==> src/rtl/nrisc_pkg.sv <==
// Shared definitions for the nRISC fetch/decode stage.
// Contents: opcode constants, instruction field bit positions, fetch FSM state
// enum and the register-write decode helper.
package nrisc_pkg;

   // Opcodes
   localparam logic [3:0] OP_NOP     = 4'h0;
   localparam logic [3:0] OP_ALU_MIN = 4'h1;
   localparam logic [3:0] OP_ALU_MAX = 4'h9;
   localparam logic [3:0] OP_LI      = 4'hA;
   localparam logic [3:0] OP_ST      = 4'hB;
   localparam logic [3:0] OP_BEQ     = 4'hC;
   localparam logic [3:0] OP_JMP     = 4'hD;
   localparam logic [3:0] OP_RES     = 4'hE;
   localparam logic [3:0] OP_HALT    = 4'hF;

   // Instruction field bit positions
   localparam int unsigned OPCODE_MSB = 15;
   localparam int unsigned OPCODE_LSB = 12;
   localparam int unsigned RD_MSB     = 11;
   localparam int unsigned RD_LSB     = 9;
   localparam int unsigned RS1_MSB    = 8;
   localparam int unsigned RS1_LSB    = 6;
   localparam int unsigned RS2_MSB    = 5;
   localparam int unsigned RS2_LSB    = 3;
   localparam int unsigned IMM_MSB    = 7;
   localparam int unsigned IMM_LSB    = 0;

   // Fetch/decode FSM states
   typedef enum logic [1:0] {
      BUSCA_ALTO,
      BUSCA_BAIXO,
      EMITE,
      PARADO
   } estado_t;

   // Only ALU ops and LI write the register bank; reserved 4'hE behaves as NOP.
   function automatic logic escreve_reg(input logic [3:0] op);
      logic res;
      case (op)
         OP_NOP, OP_ST, OP_BEQ, OP_JMP, OP_RES, OP_HALT: res = 1'b0;
         default: res = ((op >= OP_ALU_MIN) && (op <= OP_ALU_MAX)) || (op == OP_LI);
      endcase
      return res;
   endfunction

endpackage

==> src/rtl/decodificador.sv <==
// Combinational instruction decoder.
// Ports: palavra_i (16-bit instruction) -> opcode_o, reg_escrito_o, reg_lido1_o,
// reg_lido2_o, imediato_o, sobrescrever_o (register write enable), eh_halt_o.
module decodificador
   import nrisc_pkg::*;
(
   input  logic [15:0] palavra_i,
   output logic [3:0]  opcode_o,
   output logic [2:0]  reg_escrito_o,
   output logic [2:0]  reg_lido1_o,
   output logic [2:0]  reg_lido2_o,
   output logic [7:0]  imediato_o,
   output logic        sobrescrever_o,
   output logic        eh_halt_o
);

   always_comb begin
      opcode_o       = palavra_i[OPCODE_MSB:OPCODE_LSB];
      reg_escrito_o  = palavra_i[RD_MSB:RD_LSB];
      reg_lido1_o    = palavra_i[RS1_MSB:RS1_LSB];
      reg_lido2_o    = palavra_i[RS2_MSB:RS2_LSB];
      // Immediate overlaps the register fields; downstream picks what it needs.
      imediato_o     = palavra_i[IMM_MSB:IMM_LSB];
      sobrescrever_o = escreve_reg(palavra_i[OPCODE_MSB:OPCODE_LSB]);
      eh_halt_o      = (palavra_i[OPCODE_MSB:OPCODE_LSB] == OP_HALT);
   end

endmodule

==> src/rtl/busca_decodifica.sv <==
// Fetch/decode stage feeding the register bank and execute stage.
// Fetches 16-bit instructions as two bytes (high byte first) over a req/ack
// byte interface, decodes them and issues them with a valid/ready handshake.
// Ports:
//   Clock, Reset (synchronous, active-high)
//   MemReq/MemEndereco/MemAck/MemDado : instruction-memory byte interface
//   Desvio/AlvoDesvio                 : branch redirect from execute
//   EmiteValido/EmitePronto           : issue handshake
//   Opcode, RegEscrito, RegLido1, RegLido2, Imediato, Sobrescrever : decoded fields
//   PC, Halt                          : current fetch PC, halted flag
module busca_decodifica
   import nrisc_pkg::*;
#(
   parameter int unsigned            LARGURA_END = 8,
   parameter logic [LARGURA_END-1:0] PC_INICIAL  = '0
) (
   input  logic                   Clock,
   input  logic                   Reset,
   output logic                   MemReq,
   output logic [LARGURA_END-1:0] MemEndereco,
   input  logic                   MemAck,
   input  logic [7:0]             MemDado,
   input  logic                   Desvio,
   input  logic [LARGURA_END-1:0] AlvoDesvio,
   output logic                   EmiteValido,
   input  logic                   EmitePronto,
   output logic [3:0]             Opcode,
   output logic [2:0]             RegEscrito,
   output logic [2:0]             RegLido1,
   output logic [2:0]             RegLido2,
   output logic [7:0]             Imediato,
   output logic                   Sobrescrever,
   output logic [LARGURA_END-1:0] PC,
   output logic                   Halt
);

   localparam logic [LARGURA_END-1:0] PC_PASSO = 1;

   estado_t    estado;
   logic [7:0] ir_alto;
   logic       halt_pendente;

   logic [3:0] dec_opcode;
   logic [2:0] dec_reg_escrito;
   logic [2:0] dec_reg_lido1;
   logic [2:0] dec_reg_lido2;
   logic [7:0] dec_imediato;
   logic       dec_sobrescrever;
   logic       dec_eh_halt;

   // Low byte is decoded straight off the bus so fields register on its ack.
   decodificador u_decodificador (
      .palavra_i      ({ir_alto, MemDado}),
      .opcode_o       (dec_opcode),
      .reg_escrito_o  (dec_reg_escrito),
      .reg_lido1_o    (dec_reg_lido1),
      .reg_lido2_o    (dec_reg_lido2),
      .imediato_o     (dec_imediato),
      .sobrescrever_o (dec_sobrescrever),
      .eh_halt_o      (dec_eh_halt)
   );

   assign MemReq      = (estado == BUSCA_ALTO) || (estado == BUSCA_BAIXO);
   assign MemEndereco = PC;

   always_ff @(posedge Clock) begin
      if (Reset) begin
         estado        <= BUSCA_ALTO;
         PC            <= PC_INICIAL;
         ir_alto       <= '0;
         halt_pendente <= 1'b0;
         EmiteValido   <= 1'b0;
         Halt          <= 1'b0;
         Opcode        <= '0;
         RegEscrito    <= '0;
         RegLido1      <= '0;
         RegLido2      <= '0;
         Imediato      <= '0;
         Sobrescrever  <= 1'b0;
      end else if (Desvio && (estado != PARADO)) begin
         // Redirect wins over any ack or issue in this cycle.
         estado        <= BUSCA_ALTO;
         PC            <= AlvoDesvio;
         EmiteValido   <= 1'b0;
         halt_pendente <= 1'b0;
      end else begin
         unique case (estado)
            BUSCA_ALTO: begin
               if (MemAck) begin
                  ir_alto <= MemDado;
                  PC      <= PC + PC_PASSO;
                  estado  <= BUSCA_BAIXO;
               end
            end
            BUSCA_BAIXO: begin
               if (MemAck) begin
                  PC            <= PC + PC_PASSO;
                  Opcode        <= dec_opcode;
                  RegEscrito    <= dec_reg_escrito;
                  RegLido1      <= dec_reg_lido1;
                  RegLido2      <= dec_reg_lido2;
                  Imediato      <= dec_imediato;
                  Sobrescrever  <= dec_sobrescrever;
                  halt_pendente <= dec_eh_halt;
                  EmiteValido   <= 1'b1;
                  estado        <= EMITE;
               end
            end
            EMITE: begin
               if (EmitePronto) begin
                  EmiteValido <= 1'b0;
                  if (halt_pendente) begin
                     Halt   <= 1'b1;
                     estado <= PARADO;
                  end else begin
                     estado <= BUSCA_ALTO;
                  end
               end
            end
            PARADO: begin
               // Only Reset leaves this state.
            end
         endcase
      end
   end

endmodule

==> config.mk <==
export PLATFORM = sky130hd
export DESIGN_NAME = busca_decodifica
export DESIGN_NICKNAME = d
export VERILOG_FILES = /design/src/rtl/nrisc_pkg.sv /design/src/rtl/decodificador.sv /design/src/rtl/busca_decodifica.sv
export SDC_FILE = /design/constraint.sdc
export NUM_CORES = 1
export LEC_CHECK = 0
export ABC_AREA = 0
export CAP_MARGIN = 30
export CORE_ASPECT_RATIO = 0.7
export CORE_MARGIN = 10
export CORE_UTILIZATION = 30
export DETAILED_ROUTE_END_ITERATION = 6
export PLACE_DENSITY = 0.65
export SLEW_MARGIN = 40
export SYNTH_ARGS = -nofsm -noshare
export SYNTH_HDL_FRONTEND = slang
export SYNTH_SLANG_ARGS = --single-unit
==> constraint.sdc <==
create_clock -name Clock -period 2.2 [get_ports Clock]
set_input_delay 0.55 -clock Clock [delete_from_list [all_inputs] [get_ports Clock]]
set_output_delay 0.55 -clock Clock [all_outputs]
set_load 0.02 [all_outputs]
==> summary.md <==
| Metric | Value |
|---|---|
| Final worst slack | `0.126 ns` |
| Row Count | `23` |
| Clk Latency, worst-skew pair | `about 0.28 ns` |
| Nets | `287` |
| Total GRT Usage | `0.0952` |
| CP top delay family | `buffers and inverters` |
| Synth top cells by count | `nand2_1 (42), dfxtp_1 (38), a21oi_1 (22), nor2_1 (21), buf_4 (13)` |
| Grt ovf | `0` |
| Die Area | `about 9400 um^2` |
| Post-synth cell types | `33` |
| Crit-path cells | `inv_1 > ha_1 > or2_4 > dlygate4sd2_1` |
| Global-route wire length before repair | `roughly 7.4 mm` |
| Critical path endpoint category | `output port` |
| Gpl congestion | `around 0.72` |
| VDD IR max | `~0.00025 V` |
| Nature of the critical path startpoint | `flop` |
| R2R cell count | `6` |
| Worst Path Max Fanout | `5` |
| Maximum clock frequency | `482 MHz` |
| Worst Skew | `roughly 0.004 ns` |
| Clock Tree Root | `clkbuf_8` |
| Core area | `between 5000 and 6000 um^2` |
| Antenna Cells | `0` |
| Hold violation total from the final report | `0` |
| Total CTS buffers | `5` |
| Most numerous cell in the Yosys netlist | `nand2_1` |
| # DRC | `0` |
| Clk sink count | `38` |
| Antenna-violating nets left | `0` |
| Final Cycle Share | `0.943` |
| Synth top area cells | `dfxtp_1 (43%), nand2_1 (8.9%), a21oi_1 (6.2%), mux2i_1 (5.7%), buf_4 (5.5%)` |
| HP Start | `ir_alto[3]` |
| Crit path required time | `between 1.5 and 2 ns` |
| Critical path class | `flop to output port` |
| Dominant cell type by area after synthesis | `dfxtp_1` |
| Yosys reg bits | `38` |
| Clock transition at the registers of the reported paths | `approximately 0.080 ns` |
| Reg-to-reg slack, setup | `0.52 ns` |
| Die width | `roughly 110 um` |
| Share of post-route cells with drive strength above 1 | `0.104` |
| Max incr delay on CP | `about 0.37 ns` |
| Max Slew Vio Count | `0` |
| Worst-case clock buffer depth | `2` |
| Mapped Area | `between 1500 and 2000 um^2` |
| Register area share after synthesis | `0.431` |
| CP bufs+invs | `2` |
| Final setup viols | `0` |
| Slew HR | `0.720` |
| PD cells | `577 nW/um^2` |
| MaxCap Viol Count | `0` |
| DR iter-0 viols | `35` |
| I/O Pins | `62` |
| Crit path DAT | `1.52 ns` |
| WP depth | `4` |
| Post-Synthesis Net Count | `233` |
| Routed WL | `4.64 mm` |
| DP Worst Slack | `0.0731 ns` |
| H-tree Lvls | `2` |
| Yosys top cell area share | `0.431` |
| DP Wirelength | `3.56 mm` |
| Drt wl/cell | `~14 um` |
| Hold path depth | `2` |
| RR Endpoint | `estado[1]` |
| Worst hold endpoint | `RegEscrito[2]` |
| Vias in the first global route | `about 1,500` |
| Setup TNS | `0 ns` |
| Die span in y | `about 84 um` |
| Final core utilization | `0.439` |
| Area Overhead vs Synth | `41.7%` |
| Synth async-reset ratio | `0` |
| Unrepaired setup endpoints after global routing | `no` |
| Number of synthesized flops with an enable pin | `0` |
| Outcome | `complete, no violations` |
| Vias | `1,507` |
| PortBufs | `61` |
| Largest net degree at the start of global routing | `18` |
| Min Tclk post-route | `a little over 2 ns` |
| Syn. warnings | `0` |
| Initial antenna violation count | `0` |
| Hold WC Path Type | `flop to flop` |
| CTS tree | `built` |
| DRT Pass-1 Iters | `4` |
| Initial Util | `0.310` |
| Via density | `around 4.5` |
| Syn_area_per_cell | `around 8.6 um^2` |
| Synth Flop Type | `dfxtp_1` |
| Worst-Margin Slew | `about 0.42 ns` |
| RR Startpoint | `estado[0]` |
| Mapped Cells | `around 210` |
| Hold-fix buffers, CTS | `0` |
| Standby leakage power | `0.901 nW` |
| Critical-path top delay cell | `dfxtp_2` |
-- worst max-delay path by stage --
stage | startpoint | to | slack [ns]
floorplan | estado[1] | estado[1] | 0.48
global placement | MemAck | MemEndereco[3] | 0.12
detailed placement | MemAck | MemEndereco[3] | 0.07
CTS | estado[0] | MemReq | 0.04
global route | estado[0] | MemReq | 0.05
finish | estado[0] | MemReq | 0.13
-- layout make-up --
cell class / instances / area (um^2)
timing repair buffer: 70 / 702
clock buffer: 5 / 68.8
tap: 75 / 93.8
clock inverter: 2 / 10.0
multi-input combinational: 140 / 843
sequential: 38 / 763
inverter: 5 / 18.8
fill: 578 / 3200
-- cells in the final DEF, fill, tap and decap left out --
cell             netlist  final
nand2b_1               1      1
a211oi_1               5      5
or3_1                  2      2
clkinv_2               0      2
clkdlybuf4s50_1        0     60
xor2_1                 2      2
dfxtp_1               38     36
a211oi_2               1      1
a221oi_2               1      1
dfxtp_2                0      2
a21boi_0               1      1
nor3_2                 2      2
nor4_2                 1      1
o211ai_4               1      1
nor2b_1                1      1
or2_4                  1      1
nor4_1                 1      1
inv_1                  5      5
xnor2_1                3      3
nor3_1                 3      3
mux2i_1               10     10
nand3_1                2      2
nand4_1                1      1
a21oi_1               22     22
nor4_4                 1      1
dlygate4sd2_1          0      1
nand2_1               42     42
ha_1                   6      6
o21ai_0                3      3
buf_4                 13      7
nor2_2                 1      1
buf_12                 0      2
a311oi_1               2      2
nor2_1                21     21
and3_1                 2      2
clkbuf_8               0      5
a21o_1                 1      1
-- cells by family (layout without fill, tap and decap cells) --
group	count (synthesis)	after routing	synth area share
and+or+nand+nor	82	82	0.216
DFF	38	38	0.431
AOI/OAI and AO/OA	37	37	0.138
buffers and inverters	28	82	0.0908
muxes	10	10	0.0567
adders and majority gates	6	6	0.0426
xor gates and xnor gates	5	5	0.0248
-- flip-flops by register name, summed over array words and instances (netlist names) --
signal,count
RegLido1,3
Opcode,4
ir_alto,8
halt_pendente,1
EmiteValido,1
estado,2
RegLido2,2
RegEscrito,3
Imediato,4
MemEndereco,8
Sobrescrever,1
Halt,1
-- metrics by stage --
step	area (um^2)	hold WS (ns)	total power, mW	cells
after floorplan	1760	0.431	0.892	206
after global placement	2420	0.442	1.00	328
after detailed placement	2420	0.448	1.01	328
after CTS	2500	0.459	1.46	335
after global routing	2500	0.476	1.50	335
final	2500	0.455	1.44	335
-- report_power, final --
part           internal [mW]  leakage [nW]  switching [mW]  total (mW)
clock network          0.213        0.0438           0.241       0.454
logic                  0.127         0.547           0.124       0.251
registers              0.711         0.310          0.0253       0.736
total                   1.05         0.901           0.390        1.44
-- layer usage --
layer,global-route usage,share of wire,up-vias
li1,-,-,783
met1,0.111,0.47,681
met2,0.151,0.45,41
met3,0.0398,0.073,2
met4,0.0384,0.0086,0
met5,0,0,-
-- repair_timing --
item / in CTS / in global routing
endpoints found under the setup margin: 1 / 1
endpoints found under the hold margin: 0 / 0
cloned: 0 / 0
setup buffers: 0 / 0
gates resized for setup: 1 / 2
-- worst reg2reg max path, stage by stage (launching register included) --
cell and delay, ns:
dfxtp_2 0.37, inv_1 0.07, ha_1 0.22, or2_4 0.26, a221oi_2 0.32, mux2i_1 0.27
nor3_2 0.05
Power figures use the tool's default switching activity.
==> RTL change 1 (config.mk and constraints unchanged) <==
Encoding of `estado_t`: now one-hot (4 bits for 4 values).
--- a/src/rtl/nrisc_pkg.sv
+++ b/src/rtl/nrisc_pkg.sv
@@ -27,11 +27,11 @@
    localparam int unsigned IMM_LSB    = 0;
 
    // Fetch/decode FSM states
-   typedef enum logic [1:0] {
-      BUSCA_ALTO,
-      BUSCA_BAIXO,
-      EMITE,
-      PARADO
+   typedef enum logic [3:0] {
+      BUSCA_ALTO  = 4'b0001,
+      BUSCA_BAIXO = 4'b0010,
+      EMITE       = 4'b0100,
+      PARADO      = 4'b1000
    } estado_t;
 
    // Only ALU ops and LI write the register bank; reserved 4'hE behaves as NOP.
Function: no difference found for any inputs over 4 cycles, from zero or initial values and one cycle with Reset high; so few cycles prove little.
==> RTL change 1 against the unedited design <==
- maximum frequency increased by 1.4%
- worst hold slack improved by 37 ps
- area after synthesis increased by 6.5%
- final area increased by 5.7%
- sequential cell count increased by 2
- non-clock buffer count increased by 4
- power increased by 14%
- wire length decreased by 0.69%
- worst setup slack improved by 28 ps
- critical path type is now in2reg
- largest power group unchanged
==> RTL change 1: results (changes against the unedited design) <==
- **run status** finished clean
- **sequential-to-total area share from yosys stat** 42.6%, -0.48 points
- **distinct cell type count after synthesis** 42, +27%
- **met1 capacity usage during global routing** 12.5%, +1.3 points
- **grt met2 use** 13.2%, -1.9 points
- **combinational power share** 14.5%, -2.9 points
- **Multi-input gate area** 895 µm², +6.1%
- **worst-case hold slack** 492 ps, +37.1 ps
- **maximum number of pins on one net before global-route repair** 27, +9
- **fraction of synthesized cell area in xor and xnor cells** 3.73%, +1.2 points
- **share of the final layout cell area in sequential cells** 30.3%, -0.21 points
- **critical path launch point** MemAck
- **internal power** 1.24 mW, +18%
- **post-detailed-placement half-perimeter wirelength** 3490 µm, -2.0%
- **Compound-Gate Fraction of Synth Area** 8.06%, -5.8 points
- **class of the most critical hold timing path** reg2reg
- **Setup Skew** 8.92 ps, +4.93 ps
- **CP arrival** 2220 ps, +700 ps
- **Total GRT Usage** 9.46%, -0.066 points
- **first-pass GRT wire length** 7660 µm, +3.3%
- **GR Layer Usage met3** 5.59%, +1.6 points
- **setup slack on the worst flop-to-flop path** 350 ps, -170 ps
- **share of final-layout standard cells stronger than drive strength 1** 13.3%, +2.9 points
- **overall via count from detail_route** 1,498, -0.60%
- **Layout clock buffers** 6, +1
- **capture point of the worst path** Opcode[0]$_SDFFE_PP0P_
- **Hold Path Origin** Imediato[2]$_SDFFE_PP0P_
- **most frequent cell after synthesis** sky130_fd_sc_hd__nor2_1
- **leakage** 0.977 nW, +8.4%
- **share of synthesized cell area in full adder, half adder and majority cells** 0.666%, -3.6 points
- **biggest area contributors in the synthesized netlist** sky130_fd_sc_hd__dfxtp_1 (43%), sky130_fd_sc_hd__mux2i_1 (14%), sky130_fd_sc_hd__nor2_1 (8.2%)
- **detailed-routing iteration count for the pre-antenna-repair pass** 4, unchanged
- **async set-or-reset flop fraction in the synthesized netlist** 0%, unchanged
- **Mapped Nets** 211, -9.4%
- **number of filler cells placed in the layout** 588, +1.7%
- **First DRT Iteration DRCs** 78, +120%
- **reg-to-reg critical path startpoint** estado[0]$_SDFFE_PP1P_
- **slowest cell on the critical path** sky130_fd_sc_hd__clkdlybuf4s50_1
- **post-placement worst setup slack** -151 ps, -224 ps
- **peak supply drop** 274 µV, +11%
- **Max Clock Freq** 489 MHz, +1.4%
- **total number of nets in the final design** 269, -6.3%
- **portion of total power attributed to the clock network** 38.7%, +7.2 points
- **Worst-Margin Slew** 540 ps, +122 ps
- **buffers outside the clock class** 74, +5.7%
- **leading cell types by count after synthesis** sky130_fd_sc_hd__nor2_1 (41), sky130_fd_sc_hd__dfxtp_1 (40), sky130_fd_sc_hd__mux2i_1 (26)
- **area fraction of clock buffers and clock inverters** 4.59%, +1.4 points
- **placer congestion estimate** 0.814, +12%
- **count of state elements after synthesis** 40, +5.3%
- **endpoint with the worst hold slack** Imediato[2]$_SDFFE_PP0P_
- **Routed Wire Length** 4610 µm, -0.69%
- **non-clock buffer area fraction after layout** 27.2%, -0.84 points
- **Pwr Density** 622 mW/mm², +7.9%
==> RTL change 1: cell types whose count changed after synthesis, moves of 3 or more <==
| cell | delta |
|---|---|
| sky130_fd_sc_hd__a21oi_1 | -19 |
| sky130_fd_sc_hd__buf_2 | -4 |
| sky130_fd_sc_hd__buf_6 | +4 |
| sky130_fd_sc_hd__ha_1 | -5 |
| sky130_fd_sc_hd__inv_1 | -4 |
| sky130_fd_sc_hd__mux2i_1 | +16 |
| sky130_fd_sc_hd__nand2_1 | -38 |
| sky130_fd_sc_hd__nand3_1 | +3 |
| sky130_fd_sc_hd__nor2_1 | +20 |
| sky130_fd_sc_hd__nor4_1 | +3 |
==> RTL change 1: worst max-delay path, delay by kind of cell <==
| family | cells | cell delay (ps) |
|---|---|---|
| mux | 1 | 210 |
| buf+inv | 2 | 710 |
| simple gates | 3 | 750 |
==> RTL change 1: what timing repair did <==
| item | 4_1_cts | 5_1_grt |
|---|---|---|
| setup buffers | 0 | 0 |
| resized for setup | 2 | 0 |
| setup endpoints to repair | 1 | 0 |
==> RTL change 1: routing by layer <==
layer	part of all wire [%]	routed length, µm	vias to the layer above
met2	42	1930	41
li1	-	-	757
met4	0	0	0
met5	0	0	-
met3	9.2	422	0
met1	49	2260	700
==> RTL change 1: cell families (layout without fill, tap and decap cells) <==
kind of cell	count (synthesis)	count (layout)
AO/OA/AOI/OAI	17	17
XOR/XNOR	8	8
adder cells (fa/ha/maj)	1	1
buffers and inverters	25	84
flip-flops	40	40
multiplexers	26	26
AND/OR/NAND/NOR	72	72
==> RTL change 1: through the flow <==
step,instances,area [µm²]
floorplan,189,1880
global placement,317,2510
CTS,326,2640
detailed placement,318,2510
global route,326,2640
finish,326,2640
==> RTL change 2 (config.mk and constraints unchanged) <==
Made on the original files. `LARGURA_END`: 8 -> 12.
--- a/src/rtl/busca_decodifica.sv
+++ b/src/rtl/busca_decodifica.sv
@@ -11,7 +11,7 @@
 module busca_decodifica
    import nrisc_pkg::*;
 #(
-   parameter int unsigned            LARGURA_END = 8,
+   parameter int unsigned            LARGURA_END = 12,
    parameter logic [LARGURA_END-1:0] PC_INICIAL  = '0
 ) (
    input  logic                   Clock,
Ports: changed (resized AlvoDesvio, MemEndereco and PC); port bits go from 62 to 74. No check against the original RTL was run, so the function may have changed too.
==> RTL change 2 against the unedited design <==
- power up 13%
- via count grew 16%
- clock skew grew 1.4 ps
- sequential power increased by 12%
- sequential share of layout area shrank 0.65 points
- sequential cell count grew 4
- area after synthesis is 13% higher
- die area grew 10%
- final area rose by 13%
- wire length increased by 19%
- worst setup slack worse by 37 ps
- critical path type unchanged
==> RTL change 2: results (changes against the unedited design) <==
- **Power Total** 1.62 mW, +13%
- **placed standard-cell area** 0.00273 mm², +13%
- **peak supply drop** 230 µV, -7.1%
- **post-detailed-placement half-perimeter wirelength** 4250 µm, +19%
- **Mapped Nets** 265, +14%
- **clock distribution power** 502 µW, +11%
- **leakage** 0.980 nW, +8.7%
- **biggest area contributors in the synthesized netlist** sky130_fd_sc_hd__dfxtp_1 (42%), sky130_fd_sc_hd__nand2_1 (7.2%), sky130_fd_sc_hd__buf_4 (6.8%)
- **quantity of I/O buffers inserted on ports** 73, +20%
- **leading cell types by count after synthesis** sky130_fd_sc_hd__dfxtp_1 (42), sky130_fd_sc_hd__nand2_1 (38), sky130_fd_sc_hd__nor2_1 (26)
- **layout overhead on the synthesized area** 41.5%
- **grt met2 use** 16.6%, +1.5 points
- **number of multi-input logic gates** 156, +11%
- **GR Layer Usage met3** 3.63%, -0.35 points
- **Non-Filler Cell Area, Final** 0.00282 mm², +13%
- **Total GRT Usage** 10.3%, +0.79 points
- **switching part of the total power** 28.4%, +1.3 points
- **Setup Skew** 5.36 ps, +1.37 ps
- **highest signal layer in the routed design** met4
- **placer congestion estimate** 0.722, -0.35%
- **CP arrival** 1560 ps, +40 ps
- **Multi-input gate area** 945 µm², +12%
- **number of filler cells placed in the layout** 625, +8.1%
- **count of non-CTS inverters in the layout** 7, +2
- **Routed Wire Length** 5520 µm, +19%
- **number of instances in the placed design** 379, +16%
- **First DRT Iteration DRCs** 37, +5.7%
- **number of global-route vias before repair** 1,699, +14%
- **async set-or-reset flop fraction in the synthesized netlist** 0%, unchanged
- **maximum number of pins on one net before global-route repair** 25, +7
- **met2 routed WL** 2490 µm, +19%
- **non-clock buffer area fraction after layout** 28.5%, +0.42 points
- **FF/Latch Area** 843 µm², +10%
- **cell count after synthesis** 234, +14%
- **post-placement worst setup slack** 112 ps, +39.4 ps
- **share of final-layout standard cells stronger than drive strength 1** 9.12%, -1.3 points
- **worst slew slack as a fraction of its limit** 79.3%, +7.3 points
- **met1 capacity usage during global routing** 12.9%, +1.7 points
- **combinational power share** 18.3%, +0.9 points
- **run status** finished clean
- **post-route insts no fill** 387, +16%
- **via density per instance** 4.52, +0.52%
- **wire length on met1** 2660 µm, +23%
- **distinct cell type count after synthesis** 33, unchanged
- **total number of nets in the final design** 326, +14%
- **slowest cell on the critical path** sky130_fd_sc_hd__dfxtp_2
- **buffers outside the clock class** 83, +19%
- **Clock Sinks** 42, +11%
- **area fraction of clock buffers and clock inverters** 3.19%, +0.038 points
- **cts repair resizes** 2, +1
-- RTL change 2: cell types whose count changed in the layout (fill, tap and decap cells not counted), sizes merged, moves of 2 or more --
cell / before / now
clkdlybuf4s50: 60 / 72
a311oi: 2 / 4
xnor2: 3 / 6
nor3: 5 / 2
inv: 5 / 7
a211oi: 6 / 8
nor2: 22 / 26
dfxtp: 38 / 42
nand2: 42 / 39
nor4: 3 / 5
nand3: 2 / 6
nand2b: 1 / 3
-- RTL change 2: worst reg2reg max path, stage by stage (launching register included) --
cell and delay [ps]:
sky130_fd_sc_hd__dfxtp_2 380, sky130_fd_sc_hd__inv_1 80, sky130_fd_sc_hd__ha_1 210, sky130_fd_sc_hd__or2_4 270
sky130_fd_sc_hd__a221oi_2 320, sky130_fd_sc_hd__nor2_1 80, sky130_fd_sc_hd__a311oi_1 270
-- RTL change 2: final timing paths --
path / start / to / slack, ps / cells past startpoint
worst max-delay path: estado[0]$_SDFFE_PP0P_ / MemReq / 90 / 4
worst min-delay path: ir_alto[1]$_SDFFE_PP0P_ / RegEscrito[0]$_SDFFE_PP0P_ / 450 / 2
worst max register to register: estado[0]$_SDFFE_PP0P_ / estado[0]$_SDFFE_PP0P_ / 490 / 6
worst min register to register: ir_alto[1]$_SDFFE_PP0P_ / RegEscrito[0]$_SDFFE_PP0P_ / 450 / 2
-- RTL change 2: cell families after synthesis --
group / count (synthesis) / share of synthesized area (%)
and+or+nand+nor: 89 / 20.7
DFF: 42 / 42.2
adders and majority gates: 6 / 3.76
buffers and inverters: 36 / 10.5
AOI/OAI and AO/OA: 43 / 14.4
xor gates and xnor gates: 8 / 3.51
muxes: 10 / 5.02
